==> src/rtl/serial_half_sub_unit_if.sv <==
// Handshake and result bus of the bit-serial subtractor.
// The master drives the operands and start; the slave returns status, the result and the serial stream.
interface serial_half_sub_unit_if #(
  parameter int WIDTH = 8
);
  logic             start;
  logic [WIDTH-1:0] a_in;
  logic [WIDTH-1:0] b_in;
  logic             busy;
  logic             done;
  logic [WIDTH-1:0] diff;
  logic             borrow_out;
  logic             ser_bit;
  logic             ser_valid;

  modport master (
    output start, a_in, b_in,
    input  busy, done, diff, borrow_out, ser_bit, ser_valid
  );

  modport slave (
    input  start, a_in, b_in,
    output busy, done, diff, borrow_out, ser_bit, ser_valid
  );
endinterface

==> src/rtl/serial_half_sub_unit.sv <==
// Bit-serial subtractor: DIFF = A - B (mod 2^WIDTH), one bit per clock, LSB first.
// A half-subtractor cell feeds a registered borrow; the result shifts in from the MSB end.
module serial_half_sub_unit #(
  parameter int WIDTH = 8
) (
  input  logic                   clk,
  input  logic                   rst_n,
  serial_half_sub_unit_if.slave  bus
);

  localparam int CW = (WIDTH > 2) ? $clog2(WIDTH) : 1;

  localparam logic [1:0] S_IDLE  = 2'd0;
  localparam logic [1:0] S_SHIFT = 2'd1;
  localparam logic [1:0] S_DONE  = 2'd2;

  logic [1:0]       state;
  logic [WIDTH-1:0] a_sr;
  logic [WIDTH-1:0] b_sr;
  logic             borrow;
  logic [CW-1:0]    cnt;
  logic [WIDTH-1:0] diff_r;
  logic             borrow_out_r;

  logic a0;
  logic b0;
  logic d;
  logic borrow_next;
  logic last_bit;

  // NOTE: every signal written here gets a value on every path, so no latch can be inferred.
  always_comb begin
    a0          = a_sr[0];
    b0          = b_sr[0];
    d           = a0 ^ b0 ^ borrow;
    borrow_next = (~a0 & b0) | (~(a0 ^ b0) & borrow);
    last_bit    = (cnt == CW'(WIDTH - 1));
  end

  // NOTE: state updates use non-blocking assignments so every flop samples pre-edge values.
  always_ff @(posedge clk or negedge rst_n) begin
    if (!rst_n) begin
      state        <= S_IDLE;
      a_sr         <= '0;
      b_sr         <= '0;
      borrow       <= 1'b0;
      cnt          <= '0;
      diff_r       <= '0;
      borrow_out_r <= 1'b0;
    end else begin
      case (state)
        S_IDLE: begin
          if (bus.start) begin
            a_sr   <= bus.a_in;
            b_sr   <= bus.b_in;
            borrow <= 1'b0;
            cnt    <= '0;
            state  <= S_SHIFT;
          end
        end
        S_SHIFT: begin
          borrow <= borrow_next;
          diff_r <= {d, diff_r[WIDTH-1:1]};
          a_sr   <= a_sr >> 1;
          b_sr   <= b_sr >> 1;
          cnt    <= cnt + 1'b1;
          if (last_bit) begin
            borrow_out_r <= borrow_next;
            state        <= S_DONE;
          end
        end
        S_DONE:  state <= S_IDLE;
        default: state <= S_IDLE;
      endcase
    end
  end

  // The stream bit is gated so a leftover borrow cannot leak onto ser_bit outside SHIFT.
  assign bus.busy       = (state == S_SHIFT) || (state == S_DONE);
  assign bus.done       = (state == S_DONE);
  assign bus.ser_valid  = (state == S_SHIFT);
  assign bus.ser_bit    = d & (state == S_SHIFT);
  assign bus.diff       = diff_r;
  assign bus.borrow_out = borrow_out_r;

endmodule

==> src/flat_wrapper.sv <==
// flat-port wrapper written by rule: the top's interface ports become plain ports
module serial_half_sub_unit_flat 
#(
  parameter int WIDTH = 8
)
  (clk, rst_n, bus_start, bus_a_in, bus_b_in, bus_busy, bus_done, bus_diff, bus_borrow_out, bus_ser_bit, bus_ser_valid);
  serial_half_sub_unit_if #(.WIDTH(WIDTH)) bus_i ();
  input  logic clk;
  input  logic rst_n;
  input wire logic [$bits(bus_i.start)-1:0] bus_start;
  input wire logic [$bits(bus_i.a_in)-1:0] bus_a_in;
  input wire logic [$bits(bus_i.b_in)-1:0] bus_b_in;
  output wire logic [$bits(bus_i.busy)-1:0] bus_busy;
  output wire logic [$bits(bus_i.done)-1:0] bus_done;
  output wire logic [$bits(bus_i.diff)-1:0] bus_diff;
  output wire logic [$bits(bus_i.borrow_out)-1:0] bus_borrow_out;
  output wire logic [$bits(bus_i.ser_bit)-1:0] bus_ser_bit;
  output wire logic [$bits(bus_i.ser_valid)-1:0] bus_ser_valid;
  assign bus_i.start = bus_start;
  assign bus_i.a_in = bus_a_in;
  assign bus_i.b_in = bus_b_in;
  assign bus_busy = bus_i.busy;
  assign bus_done = bus_i.done;
  assign bus_diff = bus_i.diff;
  assign bus_borrow_out = bus_i.borrow_out;
  assign bus_ser_bit = bus_i.ser_bit;
  assign bus_ser_valid = bus_i.ser_valid;
  serial_half_sub_unit #(.WIDTH(WIDTH)) u_core (.clk(clk), .rst_n(rst_n), .bus(bus_i));
endmodule
==> config.mk <==
export PLATFORM = sky130hd
export DESIGN_NAME = serial_half_sub_unit_flat
export DESIGN_NICKNAME = d
export VERILOG_FILES = /design/src/rtl/serial_half_sub_unit_if.sv /design/src/rtl/serial_half_sub_unit.sv /design/src/flat_wrapper.sv
export SDC_FILE = /design/constraint.sdc
export NUM_CORES = 1
export LEC_CHECK = 0
export CAP_MARGIN = 20
export CORE_ASPECT_RATIO = 0.7
export CORE_MARGIN = 2
export CORE_UTILIZATION = 50
export CTS_CLUSTER_DIAMETER = 80
export CTS_CLUSTER_SIZE = 10
export DETAILED_ROUTE_END_ITERATION = 16
export GPL_TIMING_DRIVEN = 0
export PLACE_DENSITY = 0.78
export SLEW_MARGIN = 20
export SYNTH_ARGS = -nofsm -noshare
export SYNTH_HDL_FRONTEND = slang
export SYNTH_SLANG_ARGS = --single-unit
==> constraint.sdc <==
create_clock -name clk -period 1.96 [get_ports clk]
set_clock_uncertainty 0.05 [all_clocks]
set_input_delay 0.196 -clock clk [delete_from_list [all_inputs] [get_ports clk]]
set_output_delay 0.196 -clock clk [all_outputs]
set_load 0.01 [all_outputs]
==> results.py <==
metrics = {
    "min_path": {
        "hold_depth": 2,
        "min-delay-start": "u_core.bus.borrow_out",
        "min_path_type": "reg2reg",
        "min_to": "u_core.bus.borrow_out",
    },
    "cells_and_area": {
        "multi_input_area_um2": 664.4,
        "fin_nets": 205,
        "seq_area_um2": 775.7,
        "antenna_cells": 0,
        "drive_gt1_share_pct": 18.23,
        "area_growth_pct": 29.61,
        "n_fill_cell": 206,
    },
    "global_routing": {
        "met1_usage_pct": 33.68,
        "gr-usage-all-layers_pct": 23.62,
        "grt-ovfl-total": 0,
        "met3_usage_pct": 5.422,
        "antenna_found_initial": 0,
        "grtUsageMet2_pct": 34.12,
        "grt_pass1_wl_mm": 6.306,
        "busiest_layer": "met2",
        "grt_max_degree": 32,
        "first_global_vias": 1267,
    },
    "timing": {
        "min_period_over_period_pct": 96.26,
        "rsz0062_at_grt": "no",
        "fin_crit_ns": 1.887,
        "tns_ns": 0,
        "whs_ns": 0.4396,
        "worst-slew-pin-transition_ns": 0.6886,
        "slew_headroom_pct": 54.09,
        "fmax_mhz": 530.0,
        "report.final.slew_viol_count": 0,
        "setup_viol": 0,
        "report.final.hold_viol_count": 0,
    },
    "die": {
        "pin_count": 32,
        "start_util_pct": 53.95,
        "row_count": 16,
        "core_um2": 2883,
        "die_area_um2": 3580,
        "die_w_um": 70.66,
        "die-height_um": 50.66,
    },
    "setup_path": {
        "crit_fanout": 2,
        "rr_worst_depth": 6,
        "crit_chain": "inv_1, fa_1, and2_1, clkdlybuf4s15_1",
        "slowest_delay_ns": 0.54,
        "crit_slowest_cell": "fa_1",
        "r2r_start": "u_core.state[0]",
        "path_class": "reg2out",
        "cp.required_ns": 1.71,
        "r2r_end": "u_core.b_sr[5]",
        "cp_data_arrival_time_ns": 1.64,
        "r2r_setup_slack_ns": 0.16,
        "end_kind": "primary output",
        "crit_path_start_kind": "flop",
    },
    "clocking": {
        "clkTransAtPathRegs_ns": 0.06,
        "cts_tree": "yes",
        "clockBufferDepth": 2,
        "cts_sinks": 31,
        "cts-root-buf": "clkbuf_8",
        "h-tree-depth": 2,
        "insertion_delay_ns": 0.28,
        "numCtsBuffers": 5,
    },
    "synth": {
        "syn-num-nets": 166,
        "syn_inst": 141,
        "synth_fa_ha_area_share_pct": 5.310,
        "synth_top_family_by_area": "compound AO/OA/AOI/OAI gates",
        "yosysSeqAreaShare_pct": 49.88,
        "syn_area_per_cell_um2": 11.03,
        "synth_xor_xnor_area_share_pct": 0,
        "syn_area_um2": 1555,
        "yosysWarningCount": 0,
        "synthFlopType": "dfrtp_1",
        "ys_ff_latch": 31,
        "synth-async-reset-ratio_pct": 100.0,
        "synthSimpleGateAreaFrac_pct": 12.71,
        "synthMuxAreaShare_pct": 5.792,
        "ys_types": 30,
        "synth_edf_count": 0,
        "synth_compound_area_share_pct": 18.91,
    },
    "placed_design": {
        "numPortBuffers": 31,
        "gp_congestion": 0.8157,
        "dp_hpwl_mm": 2.611,
    },
    "power": {
        "p_leak_nw": 0.8750,
        "power.density_nw_per_um2": 1703,
        "vdd_drop_max_v": 0.0007333,
    },
    "detailed_routing": {
        "vias": 1258,
        "drc_errors": 0,
        "wl_per_cell_um": 16.88,
        "antenna_left": 0,
        "viasPerCell": 5.797,
        "dr.first_iter.drc_count": 96,
        "finalWirelength_mm": 3.662,
        "first_pass_iters": 4,
    },
    "run_status": {
        "status": "finished clean",
    },
    "job": {
        "maxCapViolCount": 0,
    },
}
## flip-flops by register name, indices dropped and copies added, names as in the netlist
register,cells
u_core.bus.diff,8
u_core.borrow,1
u_core.bus.borrow_out,1
u_core.state,2
u_core.cnt,3
u_core.b_sr,8
u_core.a_sr,8
## metal layers
layer  share of wire (%)  vias to the layer above
met2                  45                       51
met3                 7.3                       13
li1                    -                      597
met5                   0                        -
met1                  45                      597
met4                 2.6                        0
## kinds of logic after synthesis
| group | Yosys count |
|---|---|
| flip-flops | 31 |
| adder cells (fa/ha/maj) | 6 |
| buffers and inverters | 18 |
| multiplexers | 8 |
| AND/OR/NAND/NOR | 40 |
| AO/OA/AOI/OAI | 38 |
## placed cells by master (no fill, tap or decap), drive strengths merged
master / Yosys / final
a211oi: 7 / 7
nor2: 10 / 10
nand2: 7 / 7
and2: 2 / 2
clkdlybuf4s50: 0 / 29
a21oi: 4 / 4
a32oi: 4 / 4
buf: 11 / 12
dfrtp: 31 / 31
nand2b: 2 / 2
nand3: 8 / 8
fa: 1 / 1
dlygate4sd3: 0 / 1
ha: 5 / 5
o21ai: 2 / 2
o22ai: 10 / 10
clkbuf: 0 / 8
clkdlybuf4s15: 0 / 1
mux2: 8 / 8
nor2b: 1 / 1
a21o: 2 / 2
nor3: 10 / 10
a31o: 2 / 2
a22o: 2 / 2
a32o: 2 / 2
inv: 7 / 7
a221oi: 3 / 3
## worst max path at each step
stage	start	end	cells after the start
4_1_cts	u_core.b_sr[0]	bus_ser_bit	4
2_1_floorplan	u_core.state[0]	u_core.a_sr[7]	7
6_report	u_core.b_sr[0]	bus_ser_bit	4
5_1_grt	u_core.b_sr[0]	bus_ser_bit	4
3_3_place_gp	u_core.b_sr[0]	bus_ser_bit	4
3_5_place_dp	u_core.b_sr[0]	bus_ser_bit	4
## cells in the mapped netlist (2+ instances only)
master / count / area share (%)
nand2_1: 7 / 1.7
a21oi_1: 4 / 1.3
a211oi_1: 6 / 2.9
a21o_1: 2 / 0.97
inv_1: 7 / 1.7
nor2_1: 10 / 2.4
buf_2: 5 / 1.6
buf_6: 5 / 3.6
a221oi_2: 2 / 1.9
dfrtp_1: 31 / 50
mux2_2: 8 / 5.8
o22ai_1: 10 / 4.0
ha_1: 5 / 4.0
a32o_1: 2 / 1.3
a22o_1: 2 / 1.1
a32oi_1: 4 / 2.3
nor3_1: 10 / 3.2
a31o_1: 2 / 1.1
nand3_1: 8 / 2.6
## what timing repair did
| item | CTS | global route |
|---|---|---|
| hold buffers | 1 | 0 |
| endpoints found under the hold margin | 31 | 0 |
| gates resized for setup | 1 | 1 |
| cloned | 0 | 0 |
| buffers inserted | 0 | 0 |
| setup endpoints to repair | 1 | 1 |
## per-stage QoR
stage / util, % / area [um^2] / total power [mW] / std cells / setup WS [ns]
finish: 69.92 / 2016 / 3.432 / 217 / 0.07326
global route: 69.92 / 2016 / 3.684 / 217 / 0.004385
CTS: 69.88 / 2014 / 3.433 / 217 / 0.03007
detailed placement: 66.10 / 1906 / 2.881 / 208 / 0.07125
global placement: 66.28 / 1911 / 2.777 / 208 / 0.08909
floorplan: - / 1555 / 2.264 / 141 / 0.4057
## report_power, final
group / internal (mW) / switching (mW) / total, mW
Combinational: 0.854 / 0.863 / 1.72
Sequential: 0.944 / 0.218 / 1.16
Clock: 0.320 / 0.233 / 0.553
Total: 2.12 / 1.31 / 3.43
## critical path, delay by kind of cell (launching register included)
family | cells | cell delay, ns
adders and majority gates | 1 | 0.54
DFF | 1 | 0.35
buffers and inverters | 2 | 0.33
and+or+nand+nor | 1 | 0.15
## layout make-up
type / count / area share, %
sequential: 31 / 38.49
multi-input combinational: 92 / 32.96
timing repair buffer: 32 / 15.64
tap: 36 / 2.235
buffer: 11 / 4.407
clock buffer: 8 / 4.966
inverter: 7 / 1.304
No activity file was read; power rests on OpenSTA's default activity.
